**src/rtl/div_clock_monitor_pkg.sv**
```systemverilog
// Shared types and defaults for the divided-clock monitor.
package div_clock_monitor_pkg;

    localparam int DEF_CNT_W   = 16;
    localparam int DEF_TIMEOUT = 1000;

    // Measurement FSM states.
    typedef enum logic [1:0] {
        IDLE      = 2'd0,
        ARM       = 2'd1,
        MEAS_HIGH = 2'd2,
        MEAS_LOW  = 2'd3
    } mon_state_e;

    // One completed measurement at the default counter width.
    typedef struct packed {
        logic [DEF_CNT_W-1:0] period;
        logic [DEF_CNT_W-1:0] high_time;
    } meas_result_t;

endpackage

```
**src/rtl/div_clock_monitor_edge_detect.sv**
```systemverilog
// Rising/falling edge detector for a signal already registered in the clk domain.
module div_edge_detect (
    input  logic clk_i,
    input  logic rst_ni,
    input  logic sig_i,
    output logic rise_o,
    output logic fall_o
);

    logic sig_q;

    // One-cycle history of the observed signal, sampled every cycle.
    always_ff @(posedge clk_i) begin
        if (!rst_ni) begin
            sig_q <= 1'b0;
        end else begin
            sig_q <= sig_i;
        end
    end

    assign rise_o = sig_i & ~sig_q;
    assign fall_o = ~sig_i & sig_q;

endmodule

```
**src/rtl/div_clock_monitor.sv**
```systemverilog
// Measures period and high time of a divided clock in clk_in cycles and
// flags a divided clock that has stopped toggling.
//
// Result handshake: a result is transferred on every rising clk_in edge where
// meas_valid and meas_ready are both 1. meas_valid stays high until that
// transfer, and period/high_time are held stable while meas_valid=1 and
// meas_ready=0. A result completing while the held one is not being taken
// is dropped and sets the sticky overrun flag.
module div_clock_monitor
    import div_clock_monitor_pkg::*;
#(
    parameter int CNT_W   = DEF_CNT_W,
    parameter int TIMEOUT = DEF_TIMEOUT
) (
    input  logic             clk_in,
    input  logic             rst_n,
    input  logic             enable,
    input  logic             div_clk,
    input  logic             meas_ready,
    output logic             meas_valid,
    output logic [CNT_W-1:0] period,
    output logic [CNT_W-1:0] high_time,
    output logic             stuck,
    output logic             overrun,
    output mon_state_e       state_o
);

    localparam logic [CNT_W-1:0] TIMEOUT_C = CNT_W'(TIMEOUT);
    localparam logic [CNT_W-1:0] CNT_MAX   = '1;
    localparam logic [CNT_W-1:0] CNT_ONE   = CNT_W'(1);

    mon_state_e       state_q, state_d;
    logic [CNT_W-1:0] cnt_q, cnt_d;
    logic [CNT_W-1:0] hi_cap_q, hi_cap_d;
    logic [CNT_W-1:0] period_q, period_d;
    logic [CNT_W-1:0] high_q, high_d;
    logic             valid_q, valid_d;
    logic             stuck_q, stuck_d;
    logic             overrun_q, overrun_d;

    logic rise, fall;
    logic complete, timeout;

    div_edge_detect u_edge (
        .clk_i  (clk_in),
        .rst_ni (rst_n),
        .sig_i  (div_clk),
        .rise_o (rise),
        .fall_o (fall)
    );

    // FSM and cycle counter next state; enable low overrides everything.
    always_comb begin
        state_d  = state_q;
        cnt_d    = cnt_q;
        hi_cap_d = hi_cap_q;
        complete = 1'b0;
        timeout  = 1'b0;

        if (rise) begin
            cnt_d = CNT_ONE;
        end else if ((state_q == MEAS_HIGH || state_q == MEAS_LOW) && cnt_q != CNT_MAX) begin
            cnt_d = cnt_q + CNT_ONE;
        end

        case (state_q)
            IDLE: begin
                state_d = ARM;
            end
            ARM: begin
                // The partial period in flight at arm time is never reported.
                if (rise) begin
                    state_d = MEAS_HIGH;
                end
            end
            MEAS_HIGH: begin
                if (fall) begin
                    hi_cap_d = cnt_q;
                    state_d  = MEAS_LOW;
                end else if (cnt_q == TIMEOUT_C) begin
                    timeout = 1'b1;
                    state_d = ARM;
                end
            end
            MEAS_LOW: begin
                if (rise) begin
                    complete = 1'b1;
                    state_d  = MEAS_HIGH;
                end else if (cnt_q == TIMEOUT_C) begin
                    timeout = 1'b1;
                    state_d = ARM;
                end
            end
            default: begin
                state_d = IDLE;
            end
        endcase

        if (!enable) begin
            state_d  = IDLE;
            cnt_d    = '0;
            hi_cap_d = '0;
            complete = 1'b0;
            timeout  = 1'b0;
        end
    end

    // Output register, handshake and status flag next state.
    always_comb begin
        period_d  = period_q;
        high_d    = high_q;
        valid_d   = valid_q;
        stuck_d   = stuck_q;
        overrun_d = overrun_q;

        if (complete) begin
            if (!valid_q || meas_ready) begin
                period_d = cnt_q;
                high_d   = hi_cap_q;
                valid_d  = 1'b1;
            end else begin
                overrun_d = 1'b1;
            end
        end else if (valid_q && meas_ready) begin
            valid_d = 1'b0;
        end

        if (timeout) begin
            stuck_d = 1'b1;
        end else if (rise) begin
            stuck_d = 1'b0;
        end

        // Disabling discards status but keeps the last reported values.
        if (!enable) begin
            valid_d   = 1'b0;
            stuck_d   = 1'b0;
            overrun_d = 1'b0;
        end
    end

    // State, counter and result registers with synchronous reset.
    always_ff @(posedge clk_in) begin
        if (!rst_n) begin
            state_q   <= IDLE;
            cnt_q     <= '0;
            hi_cap_q  <= '0;
            period_q  <= '0;
            high_q    <= '0;
            valid_q   <= 1'b0;
            stuck_q   <= 1'b0;
            overrun_q <= 1'b0;
        end else begin
            state_q   <= state_d;
            cnt_q     <= cnt_d;
            hi_cap_q  <= hi_cap_d;
            period_q  <= period_d;
            high_q    <= high_d;
            valid_q   <= valid_d;
            stuck_q   <= stuck_d;
            overrun_q <= overrun_d;
        end
    end

    assign meas_valid = valid_q;
    assign period     = period_q;
    assign high_time  = high_q;
    assign stuck      = stuck_q;
    assign overrun    = overrun_q;
    assign state_o    = state_q;

endmodule

```
**config.mk**
```make
export PLATFORM = sky130hd
export DESIGN_NAME = div_clock_monitor
export DESIGN_NICKNAME = d
export VERILOG_FILES = /design/src/rtl/div_clock_monitor_pkg.sv /design/src/rtl/div_clock_monitor_edge_detect.sv /design/src/rtl/div_clock_monitor.sv
export SDC_FILE = /design/constraint.sdc
export NUM_CORES = 1
export LEC_CHECK = 0
export CAP_MARGIN = 40
export CORE_ASPECT_RATIO = 2
export CORE_UTILIZATION = 46
export DETAILED_ROUTE_END_ITERATION = 8
export PLACE_DENSITY_LB_ADDON = 0.3
export SLEW_MARGIN = 40
export SYNTH_ARGS = -nofsm -noshare
export SYNTH_HDL_FRONTEND = slang
export SYNTH_HIERARCHICAL = 1
export SYNTH_SLANG_ARGS = --single-unit
export TNS_END_PERCENT = 10
```
**constraint.sdc**
```tcl
create_clock -name clk_in -period 3.4 [get_ports clk_in]
set_input_delay 0.34 -clock clk_in [delete_from_list [all_inputs] [get_ports clk_in]]
set_output_delay 0.34 -clock clk_in [all_outputs]
set_load 0.02 [all_outputs]
```
After elaboration in Yosys (flattened, before gate mapping) --
Cells that the tools add are included.
Word-level totals: bits in registers 70, input bits 5, logic and storage cells 60
Operators by class: add/sub/neg operators 1, equality and inequality tests 7, muxes and demuxes 20, bitwise gates (word level) 7, reductions and logical operators 15
Operators by type and width (number):
- $add A16 B1 Y16 const B | 1
- $eq A16 B10 Y1 const B | 1
- $ne A16 B16 Y1 const B | 1
- $mux W1 | 14
- $reduce_and A2 Y1 | 5
- $mux W2 | 4
- $pmux W2 S4 | 1
- $reduce_bool A2 Y1 | 3
- $not A1 Y1 | 5
- $eq A2 B2 Y1 const B | 2
- $reduce_or A3 Y1 | 1
- $and A1 B1 Y1 | 2
- $eq A2 B1 Y1 const B | 1
- $logic_and A1 B1 Y1 | 2
- $logic_not A2 Y1 | 1
- $logic_or A1 B1 Y1 | 2
- $ne A2 B1 Y1 const B | 1
- $ne A2 B2 Y1 const B | 1
- $pmux W1 S2 | 1
- $logic_not A1 Y1 | 1

Longest topological paths before layout --
word-level depth 7, gate-level depth with buffers 7

Cells and area by module --
Netlist, hierarchy kept.
By module, submodules not included:
- div_clock_monitor | times used 1, cells an instance 340, area each 2805.2 um2, seq. area each 1381.3 um2
- div_edge_detect | times used 1, cells an instance 4, area each 38.8 um2, seq. area each 20.0 um2

Least setup slack after synthesis --
OpenSTA, ideal clock, no wires.
path kind register to register, from register state_q[1], in the netlist state_o[1], to register cnt_q[9], library setup time 71 ps, data arrival time 1722 ps, data required time 3329 ps, path slack 1608 ps, cell stages (with the launch flop) 7, clock period less this slack 1792 ps, cells stage by stage dfxtp_1 > buf_4 > nand4_2 > or2_0 > buf_2 > or4_1 > a21oi_1
On the way: word-level cells in the longest chain between the ends 3
RTL lines:
- start: declaration | line div_clock_monitor.sv:32 | mon_state_e state_q, state_d;
- start signal: assignment | line div_clock_monitor.sv:154 | state_q <= state_d;
- $eq A2 B2 Y1 | line div_clock_monitor.sv:62 | end else if ((state_q == MEAS_HIGH || state_q == MEAS_LOW) && cnt_q != CNT_MAX) begin
- $logic_or A1 B1 Y1 (*) | line div_clock_monitor.sv:62
- $logic_and A1 B1 Y1 (*) | line div_clock_monitor.sv:62
- end signal: assignment | line div_clock_monitor.sv:155 | cnt_q <= cnt_d;
- end: declaration | line div_clock_monitor.sv:33 | logic [CNT_W-1:0] cnt_q, cnt_d;
Mark *: on every way between the ends. The rest lies on a longest branch, timed or not. A chain may end at the register's enable or synchronous reset.

Final worst setup path --
Same ends and word-level chain as after synthesis.

==> results.cfg <==
[route]
route.vias.total = 2425
avgViaCountPerCell = 5.45
drt-initial-drc-count = 74
detail_route.drc_violations = 4
ant_nets = 0
drtPass1Iterations = 6
totalWireLength_um = 6130
avgRoutedWirePerCell_um = 13.8

[floorplanning]
floorplan_die_area_um2 = 6520
top_level_ports = 42
initial_core_util = 0.474
die_width_um = 57.6
design.core.area_um2 = 6010
fp.dieH_um = 113
number_of_placement_rows = 40

[hold_path]
timing.hold.worst.start = hi_cap_q[15]$_SDFFE_PN0P_
hold_path_class = flop to flop

[global_route]
global_route.overflow_total = 0
grtUsageMet3 = 0.0526
antenna_found_initial = 0
global_route_wire_length_before_repair_um = 10200
pin_count_of_the_biggest_net_entering_global_routing = 36
grt_use_total = 0.208
grt_most_used_layer = met2
grtUsageMet2 = 0.363
number_of_global_route_vias_before_repair = 2281
grt.met1_usage = 0.210

[critical_path]
critical_path.startpoint = state_o[1]$_SDFFE_PN0P_
setup.worst_path.end_class = flop
worst-path-max-fanout = 12
critical_path.cell_chain = nand4_2 -> or2_0 -> or4_1 -> a21oi_1
timing.critical_path.slowest_cell_delay_ns = 0.57
crit_family = simple AND/OR/NAND/NOR gates
critical-path-slowest-cell = sky130_fd_sc_hd__dfxtp_1
crit_required_ns = 3.65
critical_register_to_register_path_startpoint = state_o[1]$_SDFFE_PN0P_
worstPathArrival_ns = 2.21
worstPathBufferInverterCount = 0
startpoint_type_of_the_worst_setup_path = flop
worst-setup-path-type = flop to flop

[clocking]
cts_repair_resize_count = 0
cts_hold_repair.buffers = 0
clock-sinks = 70
cts_buffer_depth = 2
ctsHtreeMaxLevel = 3
clkSlewWorstSetupHoldPaths_ns = 0.05
total_clock_buffers_created_by_cts = 9
cts.root.buffer_cell = sky130_fd_sc_hd__clkbuf_16
tritoncts = yes
source_to_sink_clock_delay_at_the_later_pin_of_the_worst_skew_pair_ns = 0.33
post-cts-setup-buffers = 0

[power_and_ir_drop]
switchingPower_mw = 0.353
clockPowerShare = 0.520
power.share.switching = 0.196
power.leakage_nw = 1.14
seq_power_share = 0.459
ir_drop_mv = 0.316
cellInternalPower_mw = 1.45
combPwrFrac = 0.021
power-per-cell-area_nw_per_um2 = 503

[logic_synthesis]
syn_nets = 351
number_of_synthesized_flops_with_an_enable_pin = 0
synth-async-reset-ratio = 0
post_synthesis_sequential_area_ratio = 0.493
synth.yosys.warnings = 6
synthDistinctLibCells = 40
post_synth_instance_area_um2 = 2840
synth_top_area_frac = 0.493
yosys_most_used_dff = sky130_fd_sc_hd__dfxtp_1
synthesis.area_per_instance_um2 = 8.27
synth-seq-cells = 70
synth_top_cell_by_area = sky130_fd_sc_hd__dfxtp_1
synthTopCellsByArea = sky130_fd_sc_hd__dfxtp_1 (49%), sky130_fd_sc_hd__nand2_1 (14%), sky130_fd_sc_hd__a21boi_0 (8.4%)
postSynthCellCount = 344

[finish]
fill_cells = 549
drive_gt1_frac = 0.0628
fin_area_um2 = 3570
insertedDiodeCount = 0
design.final.nets = 384
highest_count_cells_in_the_layout_ignoring_fill_and_taps = sky130_fd_sc_hd__nand2_1 (103), sky130_fd_sc_hd__dfxtp_1 (70), sky130_fd_sc_hd__clkdlybuf4s50_1 (41), sky130_fd_sc_hd__a21boi_0 (32), sky130_fd_sc_hd__a21oi_1 (28)
final_core_util = 0.595
stdcell_count = 445
layout.cells.most_common = sky130_fd_sc_hd__nand2_1
area_grow_syn2layout_pct = 25.6

[run_status]
violated_checks = design-rule violations
result_of_the_run = finished, violations left

[sta]
tcrit_tclk_final = 0.575
finalHoldViolCount = 0
max_clock_freq_ghz = 0.512
report.final.slew_viol_count = 0
worst_pin_slew_ns = 0.607
timing.max_slew.rel_slack = 0.592
minimum_clock_period_ns = 1.95
totalNegativeSetupSlack_ns = 0
clock_skew_ns = 0.00254
grt_setup_unrepaired = false
setup_viol = 0
worst_slack_ns = 1.45

[placed_design]
portBuffers = 41
dpl_hpwl_um = 4100
placed_cells_incl_taps = 429
place_ws_ns = 1.29
gp_routability_congestion = 0.893
postPlaceCellArea_um2 = 3270

[flow_run]
timing.max_cap.violations = 0
-- power groups by stage --
stage,logic [mW],registers [mW],clock network [mW]
after floorplan,0.0220,0.843,0
after global placement,0.0362,0.843,0
after detailed placement,0.0368,0.843,0
after CTS,0.0371,0.826,0.949
after global routing,0.0405,0.826,0.988
final,0.0372,0.826,0.935
-- final timing paths --
check                                                  to  cells past startpoint  slack [ns]
worst min register to register  hi_cap_q[15]$_SDFFE_PN0P_                      2        0.45
worst min-delay path            hi_cap_q[15]$_SDFFE_PN0P_                      2        0.45
worst max register to register      cnt_q[9]$_SDFFE_PP0P_                      4        1.45
worst max-delay path                cnt_q[9]$_SDFFE_PP0P_                      4        1.45
-- tightest hold or removal path: cells and delay by family (launching register included) --
family / cells / cell delay, ns
flops: 1 / 0.30
simple gates: 1 / 0.05
compound gates: 1 / 0.05
-- cells in the mapped netlist, types with 3 or more instances --
cell,count
sky130_fd_sc_hd__a21oi_1,28
sky130_fd_sc_hd__nor2_1,11
sky130_fd_sc_hd__clkbuf_1,16
sky130_fd_sc_hd__inv_1,4
sky130_fd_sc_hd__buf_2,5
sky130_fd_sc_hd__or3_1,3
sky130_fd_sc_hd__nand3_1,7
sky130_fd_sc_hd__dfxtp_1,70
sky130_fd_sc_hd__o21ai_0,6
sky130_fd_sc_hd__nor3_1,8
sky130_fd_sc_hd__nor2b_1,4
sky130_fd_sc_hd__o31ai_1,3
sky130_fd_sc_hd__a21boi_0,32
sky130_fd_sc_hd__nand2_1,103
sky130_fd_sc_hd__nand4_1,5
sky130_fd_sc_hd__or4_1,4
sky130_fd_sc_hd__and2_1,3
-- final cells by class --
| cell class | count | area, um2 | share of cell area |
|---|---|---|---|
| Multi-Input combinational cell | 247 | 1330 | 0.373 |
| Clock buffer | 13 | 260 | 0.0729 |
| Tap cell | 63 | 78.8 | 0.0221 |
| Inverter | 4 | 15.0 | 0.00420 |
| Timing Repair Buffer | 45 | 440 | 0.123 |
| Clock inverter | 3 | 42.5 | 0.0119 |
| Sequential cell | 70 | 1400 | 0.392 |
-- layer usage --
layer / routed length, um / part of all wire
met5: 0 / 0
met4: 218 / 0.036
met3: 232 / 0.038
met2: 3190 / 0.52
met1: 2480 / 0.41
-- flip-flops by register name, indices dropped and copies added, names as in the netlist --
name          flops
meas_valid        1
period           16
overrun           1
state_o           2
stuck             1
hi_cap_q         16
u_edge/sig_q      1
cnt_q            16
high_time        16
-- stage by stage --
| step | hold slack [ns] | total power, mW |
|---|---|---|
| detailed placement | 0.447 | 0.880 |
| floorplan | 0.437 | 0.865 |
| finish | 0.452 | 1.80 |
| global route | 0.476 | 1.85 |
| CTS | 0.455 | 1.81 |
| global placement | 0.442 | 0.879 |
-- logic make-up after synthesis --
| logic type | share of synthesized area |
|---|---|
| compound gates | 0.179 |
| xor+xnor | 0.00308 |
| fa+ha+maj | 0.00880 |
| buf+inv | 0.0396 |
| flops | 0.493 |
| mux | 0.00704 |
| simple gates | 0.270 |
No activity file was read; power rests on OpenSTA's default activity.
